$ cat src/rtl/risc16_mem_initiator_if.sv
// Bus bundle between the RiSC-16 core, the memory initiator and the byte-wide
// memory array. The master modport is taken by the initiator: it accepts core
// requests and drives the memory port. The slave modport is the environment,
// meaning the core request side plus the memory array.
interface risc16_mem_initiator_if #(
    parameter int WORD_LENGTH = 16,
    parameter int BYTE_LENGTH = 8,
    parameter int ADDR_LENGTH = 16
);
    logic                   reqValid;
    logic                   reqReady;
    logic                   reqWrite;
    logic [ADDR_LENGTH-1:0] reqAddr;
    logic [WORD_LENGTH-1:0] reqWData;
    logic                   respValid;
    logic [WORD_LENGTH-1:0] respData;
    logic                   respError;
    logic [ADDR_LENGTH-1:0] memAddr;
    logic [BYTE_LENGTH-1:0] memWData;
    logic [BYTE_LENGTH-1:0] memRData;
    logic                   memWriteEn;

    modport master (
        input  reqValid, reqWrite, reqAddr, reqWData, memRData,
        output reqReady, respValid, respData, respError,
        output memAddr, memWData, memWriteEn
    );

    modport slave (
        output reqValid, reqWrite, reqAddr, reqWData, memRData,
        input  reqReady, respValid, respData, respError,
        input  memAddr, memWData, memWriteEn
    );
endinterface

$ cat src/rtl/risc16_mem_initiator.sv
// RiSC-16 memory initiator. Each 16-bit load or store becomes two byte
// transfers, big-endian: the high byte goes to addr and the low byte goes to
// addr+1, with the address wrapping. Every memory-side output is registered
// on posedge, so the memory sees stable values at its negedge write strobe.
// Optional build macro: RISC16_MEM_ALIGN_CHECK_EN. When it is defined, an odd
// address is rejected with respError and no memory transfer takes place.
module risc16_mem_initiator #(
    parameter int WORD_LENGTH = 16,
    parameter int BYTE_LENGTH = 8,
    parameter int ADDR_LENGTH = 16
) (
    input  logic                  clk,
    input  logic                  rst,
    risc16_mem_initiator_if.master bus
);

    typedef enum logic [1:0] {
        IDLE = 2'd0,
        HI   = 2'd1,
        LO   = 2'd2,
        RESP = 2'd3
    } state_t;

    state_t                 r_state;
    state_t                 w_state_nxt;

    logic                   r_write;
    logic [ADDR_LENGTH-1:0] r_addr;
    logic [BYTE_LENGTH-1:0] r_wdata_lo;
    logic [BYTE_LENGTH-1:0] r_data_hi;
    logic                   r_reqReady;
    logic                   r_respValid;
    logic [WORD_LENGTH-1:0] r_respData;
    logic                   r_respError;
    logic [ADDR_LENGTH-1:0] r_memAddr;
    logic [BYTE_LENGTH-1:0] r_memWData;
    logic                   r_memWriteEn;

    logic                   w_write_nxt;
    logic [ADDR_LENGTH-1:0] w_addr_nxt;
    logic [BYTE_LENGTH-1:0] w_wdata_lo_nxt;
    logic [BYTE_LENGTH-1:0] w_data_hi_nxt;
    logic                   w_respValid_nxt;
    logic [WORD_LENGTH-1:0] w_respData_nxt;
    logic                   w_respError_nxt;
    logic [ADDR_LENGTH-1:0] w_memAddr_nxt;
    logic [BYTE_LENGTH-1:0] w_memWData_nxt;
    logic                   w_memWriteEn_nxt;
    logic                   w_misaligned;

`ifdef RISC16_MEM_ALIGN_CHECK_EN
    assign w_misaligned = bus.reqAddr[0];
`else
    assign w_misaligned = 1'b0;
`endif

    // State register. Reset returns the FSM to IDLE from any state.
    always_ff @(posedge clk or posedge rst) begin
        if (rst) begin
            r_state <= IDLE;
        end else begin
            r_state <= w_state_nxt;
        end
    end

    // Next-state logic, plus the next values of every registered output and
    // latch.
    always_comb begin
        w_state_nxt      = r_state;
        w_write_nxt      = r_write;
        w_addr_nxt       = r_addr;
        w_wdata_lo_nxt   = r_wdata_lo;
        w_data_hi_nxt    = r_data_hi;
        w_respValid_nxt  = 1'b0;
        w_respData_nxt   = r_respData;
        w_respError_nxt  = r_respError;
        w_memAddr_nxt    = r_memAddr;
        w_memWData_nxt   = r_memWData;
        w_memWriteEn_nxt = 1'b0;
        case (r_state)
            IDLE: begin
                if (bus.reqValid && r_reqReady) begin
                    w_write_nxt    = bus.reqWrite;
                    w_addr_nxt     = bus.reqAddr;
                    w_wdata_lo_nxt = bus.reqWData[BYTE_LENGTH-1:0];
                    if (w_misaligned) begin
                        w_state_nxt     = RESP;
                        w_respValid_nxt = 1'b1;
                        w_respError_nxt = 1'b1;
                        w_respData_nxt  = '0;
                    end else begin
                        w_state_nxt      = HI;
                        w_memAddr_nxt    = bus.reqAddr;
                        w_memWData_nxt   = bus.reqWData[WORD_LENGTH-1:BYTE_LENGTH];
                        w_memWriteEn_nxt = bus.reqWrite;
                    end
                end
            end
            HI: begin
                if (!r_write) begin
                    w_data_hi_nxt = bus.memRData;
                end
                w_memAddr_nxt    = r_addr + ADDR_LENGTH'(1);
                w_memWData_nxt   = r_wdata_lo;
                w_memWriteEn_nxt = r_write;
                w_state_nxt      = LO;
            end
            LO: begin
                // The low byte goes straight into the response word. The
                // response is already registered, so a separate low-byte
                // latch would only duplicate it.
                w_respValid_nxt = 1'b1;
                w_respError_nxt = 1'b0;
                w_respData_nxt  = r_write ? '0 : {r_data_hi, bus.memRData};
                w_state_nxt     = RESP;
            end
            RESP: begin
                w_state_nxt = IDLE;
            end
            default: begin
                w_state_nxt = IDLE;
            end
        endcase
    end

    // Datapath latches and registered outputs. An asynchronous reset drops
    // memWriteEn immediately, which aborts an access that is in flight.
    always_ff @(posedge clk or posedge rst) begin
        if (rst) begin
            r_write      <= 1'b0;
            r_addr       <= '0;
            r_wdata_lo   <= '0;
            r_data_hi    <= '0;
            r_reqReady   <= 1'b1;
            r_respValid  <= 1'b0;
            r_respData   <= '0;
            r_respError  <= 1'b0;
            r_memAddr    <= '0;
            r_memWData   <= '0;
            r_memWriteEn <= 1'b0;
        end else begin
            r_write      <= w_write_nxt;
            r_addr       <= w_addr_nxt;
            r_wdata_lo   <= w_wdata_lo_nxt;
            r_data_hi    <= w_data_hi_nxt;
            r_reqReady   <= (w_state_nxt == IDLE);
            r_respValid  <= w_respValid_nxt;
            r_respData   <= w_respData_nxt;
            r_respError  <= w_respError_nxt;
            r_memAddr    <= w_memAddr_nxt;
            r_memWData   <= w_memWData_nxt;
            r_memWriteEn <= w_memWriteEn_nxt;
        end
    end

    assign bus.reqReady   = r_reqReady;
    assign bus.respValid  = r_respValid;
    assign bus.respData   = r_respData;
    assign bus.respError  = r_respError;
    assign bus.memAddr    = r_memAddr;
    assign bus.memWData   = r_memWData;
    assign bus.memWriteEn = r_memWriteEn;

endmodule

$ cat src/flat_wrapper.sv
// flat-port wrapper written by rule: the top's interface ports become plain ports
module risc16_mem_initiator_flat 
#(
    parameter int WORD_LENGTH = 16,
    parameter int BYTE_LENGTH = 8,
    parameter int ADDR_LENGTH = 16
)
  (clk, rst, bus_reqValid, bus_reqWrite, bus_reqAddr, bus_reqWData, bus_memRData, bus_reqReady, bus_respValid, bus_respData, bus_respError, bus_memAddr, bus_memWData, bus_memWriteEn);
  risc16_mem_initiator_if #(.WORD_LENGTH(WORD_LENGTH), .BYTE_LENGTH(BYTE_LENGTH), .ADDR_LENGTH(ADDR_LENGTH)) bus_i ();
  input  logic clk;
  input  logic rst;
  input wire logic [$bits(bus_i.reqValid)-1:0] bus_reqValid;
  input wire logic [$bits(bus_i.reqWrite)-1:0] bus_reqWrite;
  input wire logic [$bits(bus_i.reqAddr)-1:0] bus_reqAddr;
  input wire logic [$bits(bus_i.reqWData)-1:0] bus_reqWData;
  input wire logic [$bits(bus_i.memRData)-1:0] bus_memRData;
  output wire logic [$bits(bus_i.reqReady)-1:0] bus_reqReady;
  output wire logic [$bits(bus_i.respValid)-1:0] bus_respValid;
  output wire logic [$bits(bus_i.respData)-1:0] bus_respData;
  output wire logic [$bits(bus_i.respError)-1:0] bus_respError;
  output wire logic [$bits(bus_i.memAddr)-1:0] bus_memAddr;
  output wire logic [$bits(bus_i.memWData)-1:0] bus_memWData;
  output wire logic [$bits(bus_i.memWriteEn)-1:0] bus_memWriteEn;
  assign bus_i.reqValid = bus_reqValid;
  assign bus_i.reqWrite = bus_reqWrite;
  assign bus_i.reqAddr = bus_reqAddr;
  assign bus_i.reqWData = bus_reqWData;
  assign bus_i.memRData = bus_memRData;
  assign bus_reqReady = bus_i.reqReady;
  assign bus_respValid = bus_i.respValid;
  assign bus_respData = bus_i.respData;
  assign bus_respError = bus_i.respError;
  assign bus_memAddr = bus_i.memAddr;
  assign bus_memWData = bus_i.memWData;
  assign bus_memWriteEn = bus_i.memWriteEn;
  risc16_mem_initiator #(.WORD_LENGTH(WORD_LENGTH), .BYTE_LENGTH(BYTE_LENGTH), .ADDR_LENGTH(ADDR_LENGTH)) u_core (.clk(clk), .rst(rst), .bus(bus_i));
endmodule
$ cat config.mk
export PLATFORM = sky130hd
export DESIGN_NAME = risc16_mem_initiator_flat
export DESIGN_NICKNAME = d
export VERILOG_FILES = /design/src/rtl/risc16_mem_initiator_if.sv /design/src/rtl/risc16_mem_initiator.sv /design/src/flat_wrapper.sv
export SDC_FILE = /design/constraint.sdc
export NUM_CORES = 1
export LEC_CHECK = 0
export CAP_MARGIN = 0
export CORE_UTILIZATION = 49
export DETAILED_ROUTE_END_ITERATION = 8
export MAX_ROUTING_LAYER = met4
export PLACE_DENSITY = 0.8
export SLEW_MARGIN = 5
export SYNTH_ARGS = -nofsm -noshare
export SYNTH_HDL_FRONTEND = slang
export SYNTH_SLANG_ARGS = --single-unit
$ cat constraint.sdc
create_clock -name clk -period 2.8 [get_ports clk]
set_input_delay 0.28 -clock clk [delete_from_list [all_inputs] [get_ports clk]]
set_output_delay 0.28 -clock clk [all_outputs]
set_load 0.05 [all_outputs]
==> summary.txt <==
Outcome
  – Status: finished, final reports clean

Route
  – Vias: 2699
  – Routed Antenna Nets: 0
  – DRC: 0
  – 1st-pass router iterations: 4
  – Vias per inst: 5.32
  – DR WL/cell: 15.5 microns
  – Drt initial violations: 176
  – Final wirelength: 7870 microns

Job
  – Maximum Capacitance Violations: 0

Synth
  – Cell area after synthesis: 3510 sq um
  – Primary FF master, synth: dfrtp_1
  – Cell count after synthesis: 316
  – #FFs+latches synth: 78
  – Leading post-synthesis cells by cell area: dfrtp_1 (55%), mux2_2 (11%), o21ai_0 (5.7%), nand2_1 (4.3%), mux2i_1 (3.4%)
  – Post-synth net total: 365
  – Yosys cell types: 39
  – Syn avg cell area: 11.1 sq um
  – Post-synth EDFFs: 0
  – Share of the synthesized area in the top cell type: 54.8%
  – Post-synth top area cell: dfrtp_1
  – Post-synth ARST share: 100%
  – Syn. warnings: 0
  – Sequential area share after synthesis: 55.6%

Layout
  – Net count, final: 455
  – Post-route cell area: 4690 sq um
  – Most frequent cells in the layout: clkdlybuf4s50_1 (86), dfrtp_1 (77), nand2_1 (40), o21ai_0 (40), mux2_2 (33)
  – Antenna diode count: 0
  – Layout cell share with drive strength beyond 1: 16.1%
  – Most common cell after layout, fill and taps aside: clkdlybuf4s50_1
  – Area delta synth->final: 33.5%

STA
  – Max_slew headroom: 27.8%
  – Pins Over Slew Limit: 0
  – Setup WS post-layout: 0.697 ns
  – Unrepaired setup endpoints after global routing: no
  – Hold Vio Cnt, Final: 0
  – Worst slew pin tran: 1.08 ns
  – Clock Skew: 0.00872 ns
  – Fmax: 476 MHz
  – # setup viols final: 0
  – Period utilization: 75.1%
  – Setup TNS: 0 ns
  – Tmin final: 2.10 ns

Global routing
  – Vias in the first global route: 2681
  – Routing usage on met2: 36.9%
  – Met1 Track Usage GR: 30.1%
  – Total Routing Usage GR: 23.9%
  – Largest net degree at the start of global routing: 32
  – Grt ovf: 0
  – Global-route wire length before repair: 13100 microns
  – Top Usage Layer GRT: met2
  – Initial antenna violation count: 0
  – GR Util met3: 5.43%

Clocking
  – TritonCTS buffer count: 9
  – Clock transition at path regs: 0.08 ns
  – CTS tree: built
  – H-Tree Depth: 3
  – Total setup buffers inserted after CTS: 0
  – Clk root buf: clkbuf_8
  – Post-CTS sizing: 0
  – Clock buffer depth: 2
  – Cts hold-fix bufs: 0
  – CTS sink cnt: 78
  – Clk_lat worst skew: 0.35 ns

Worst setup path
  – Worst EP arrival: 2.37 ns
  – CP Capture Type: flip-flop
  – Slowest stage delay, CP: 0.88 ns
  – Crit-path cells: inv_1 > ha_1 > buf_4 > nor2b_1 > nand2_1 > o21ai_0
  – Worst endpoint required time: 3.07 ns
  – Critical Path Start Type: flip-flop
  – CP Class: reg2reg
  – Largest fanout on the critical path: 20
  – Worst-path cell with the longest stage delay: nor2b_1

Pwr
  – PwrDens: 1270 nW/um^2
  – Switching pwr: 2660 uW
  – Worst vdd ir: 0.000609 V
  – Net Sw Frac: 44.4%
  – Pleak: 0.00201 uW
  – Combinational Power Share: 49.9%
  – Overall power: 5980 uW
  – Clk pwr share: 15.6%
  – Internal power: 3320 uW
  – Sequential share of power: 34.5%

Floorplanning
  – # IOs: 88
  – DIE AREA: 7520 sq um
  – Site Rows: 30
  – Core area: 6870 sq um
  – Initial core utilization: 51.2%
  – Die Ht: 86.7 microns
  – Die width: 86.7 microns

Min path
  – Worst hold path type: in2async

Place
  – Post-DP Area: 4480 sq um
  – Port buffer count: 86
  – Placement Setup Slack: 0.763 ns
  – GP Congestion: 0.779
  – Hpwl dp: 5410 microns
[worst max-delay path, delay by kind of cell, from the launching register on]
| kind | cells | cell delay [ns] |
|---|---|---|
| AND/OR/NAND/NOR | 2 | 1.02 |
| buffers and inverters | 2 | 0.32 |
| AO/OA/AOI/OAI | 1 | 0.12 |
| adder cells (fa/ha/maj) | 1 | 0.15 |
| flip-flops | 1 | 0.41 |
[flip-flops by register name, summed over array words and instances (netlist names), 2 cells and up]
register,count
u_core.r_state,2
u_core.r_wdata_lo,8
u_core.r_addr,16
u_core.r_data_hi,8
u_core.bus.respData,16
u_core.bus.memAddr,16
u_core.bus.memWData,8
[layout make-up]
| cell class | count | area [sq um] |
|---|---|---|
| sequential | 78 | 1950 |
| clock inverter | 4 | 70.1 |
| timing repair buffer | 94 | 921 |
| inverter | 23 | 86.3 |
| clock buffer | 12 | 145 |
| tap | 96 | 120 |
| multi-input combinational | 200 | 1400 |
| fill | 541 | 2180 |
[synth_stat cells, types with 5 or more instances]
cell type,number
a21oi_1,10
and3_1,5
buf_2,8
dfrtp_1,77
ha_1,5
inv_1,23
mux2_2,33
mux2i_1,12
nand2_1,40
nor2_1,8
nor3_1,6
o21ai_0,40
xnor2_1,8
[per-layer routing]
| metal | part of all wire [%] | wire length [microns] | vias up |
|---|---|---|---|
| met3 | 4.7 | 369 | 17 |
| met1 | 45 | 3510 | 1329 |
| met5 | 0 | 0 | - |
| met4 | 2.1 | 166 | 0 |
| met2 | 49 | 3820 | 84 |
| li1 | - | - | 1269 |
[stage by stage]
stage | hold slack, ns | utilization [%] | instances
2_1_floorplan | 0.397 | - | 316
3_3_place_gp | 0.453 | 65.2 | 491
3_5_place_dp | 0.462 | 65.2 | 491
4_1_cts | 0.272 | 68.3 | 507
5_1_grt | 0.318 | 68.3 | 507
6_report | 0.266 | 68.3 | 507
[power by group through the flow]
stage          Combinational [uW]  Sequential (uW)  Clock (uW)
6_report                     2980             2070         931
5_1_grt                      3210             2140        1000
4_1_cts                      3000             2060         945
3_5_place_dp                 2990             2080           0
3_3_place_gp                 2900             2060           0
2_1_floorplan                1170             2930           0
[kinds of logic after synthesis]
group | after synthesis | synth area share (%)
other | 1 | 0.107
and+or+nand+nor | 77 | 11.6
buffers and inverters | 38 | 4.66
AOI/OAI and AO/OA | 63 | 10.0
adders and majority gates | 5 | 1.78
DFF | 78 | 55.6
muxes | 45 | 14.0
xor gates and xnor gates | 9 | 2.24
[path summary, 6_finish.rpt]
kind / from / cells past startpoint / slack [ns] / endpoint
setup / recovery: u_core.r_state[0] / 6 / 0.70 / u_core.bus.respData[2]
hold / removal: rst / 2 / 0.27 / u_core.r_data_hi[3]
setup reg to reg: u_core.r_state[0] / 6 / 0.70 / u_core.bus.respData[2]
hold reg to reg: u_core.r_data_hi[0] / 2 / 0.48 / u_core.bus.respData[8]
max in group asynchronous: rst / 3 / 1.74 / u_core.bus.memWData[5]
min in group clk: u_core.r_data_hi[0] / 2 / 0.48 / u_core.bus.respData[8]
(Power assumes the default switching activity.)
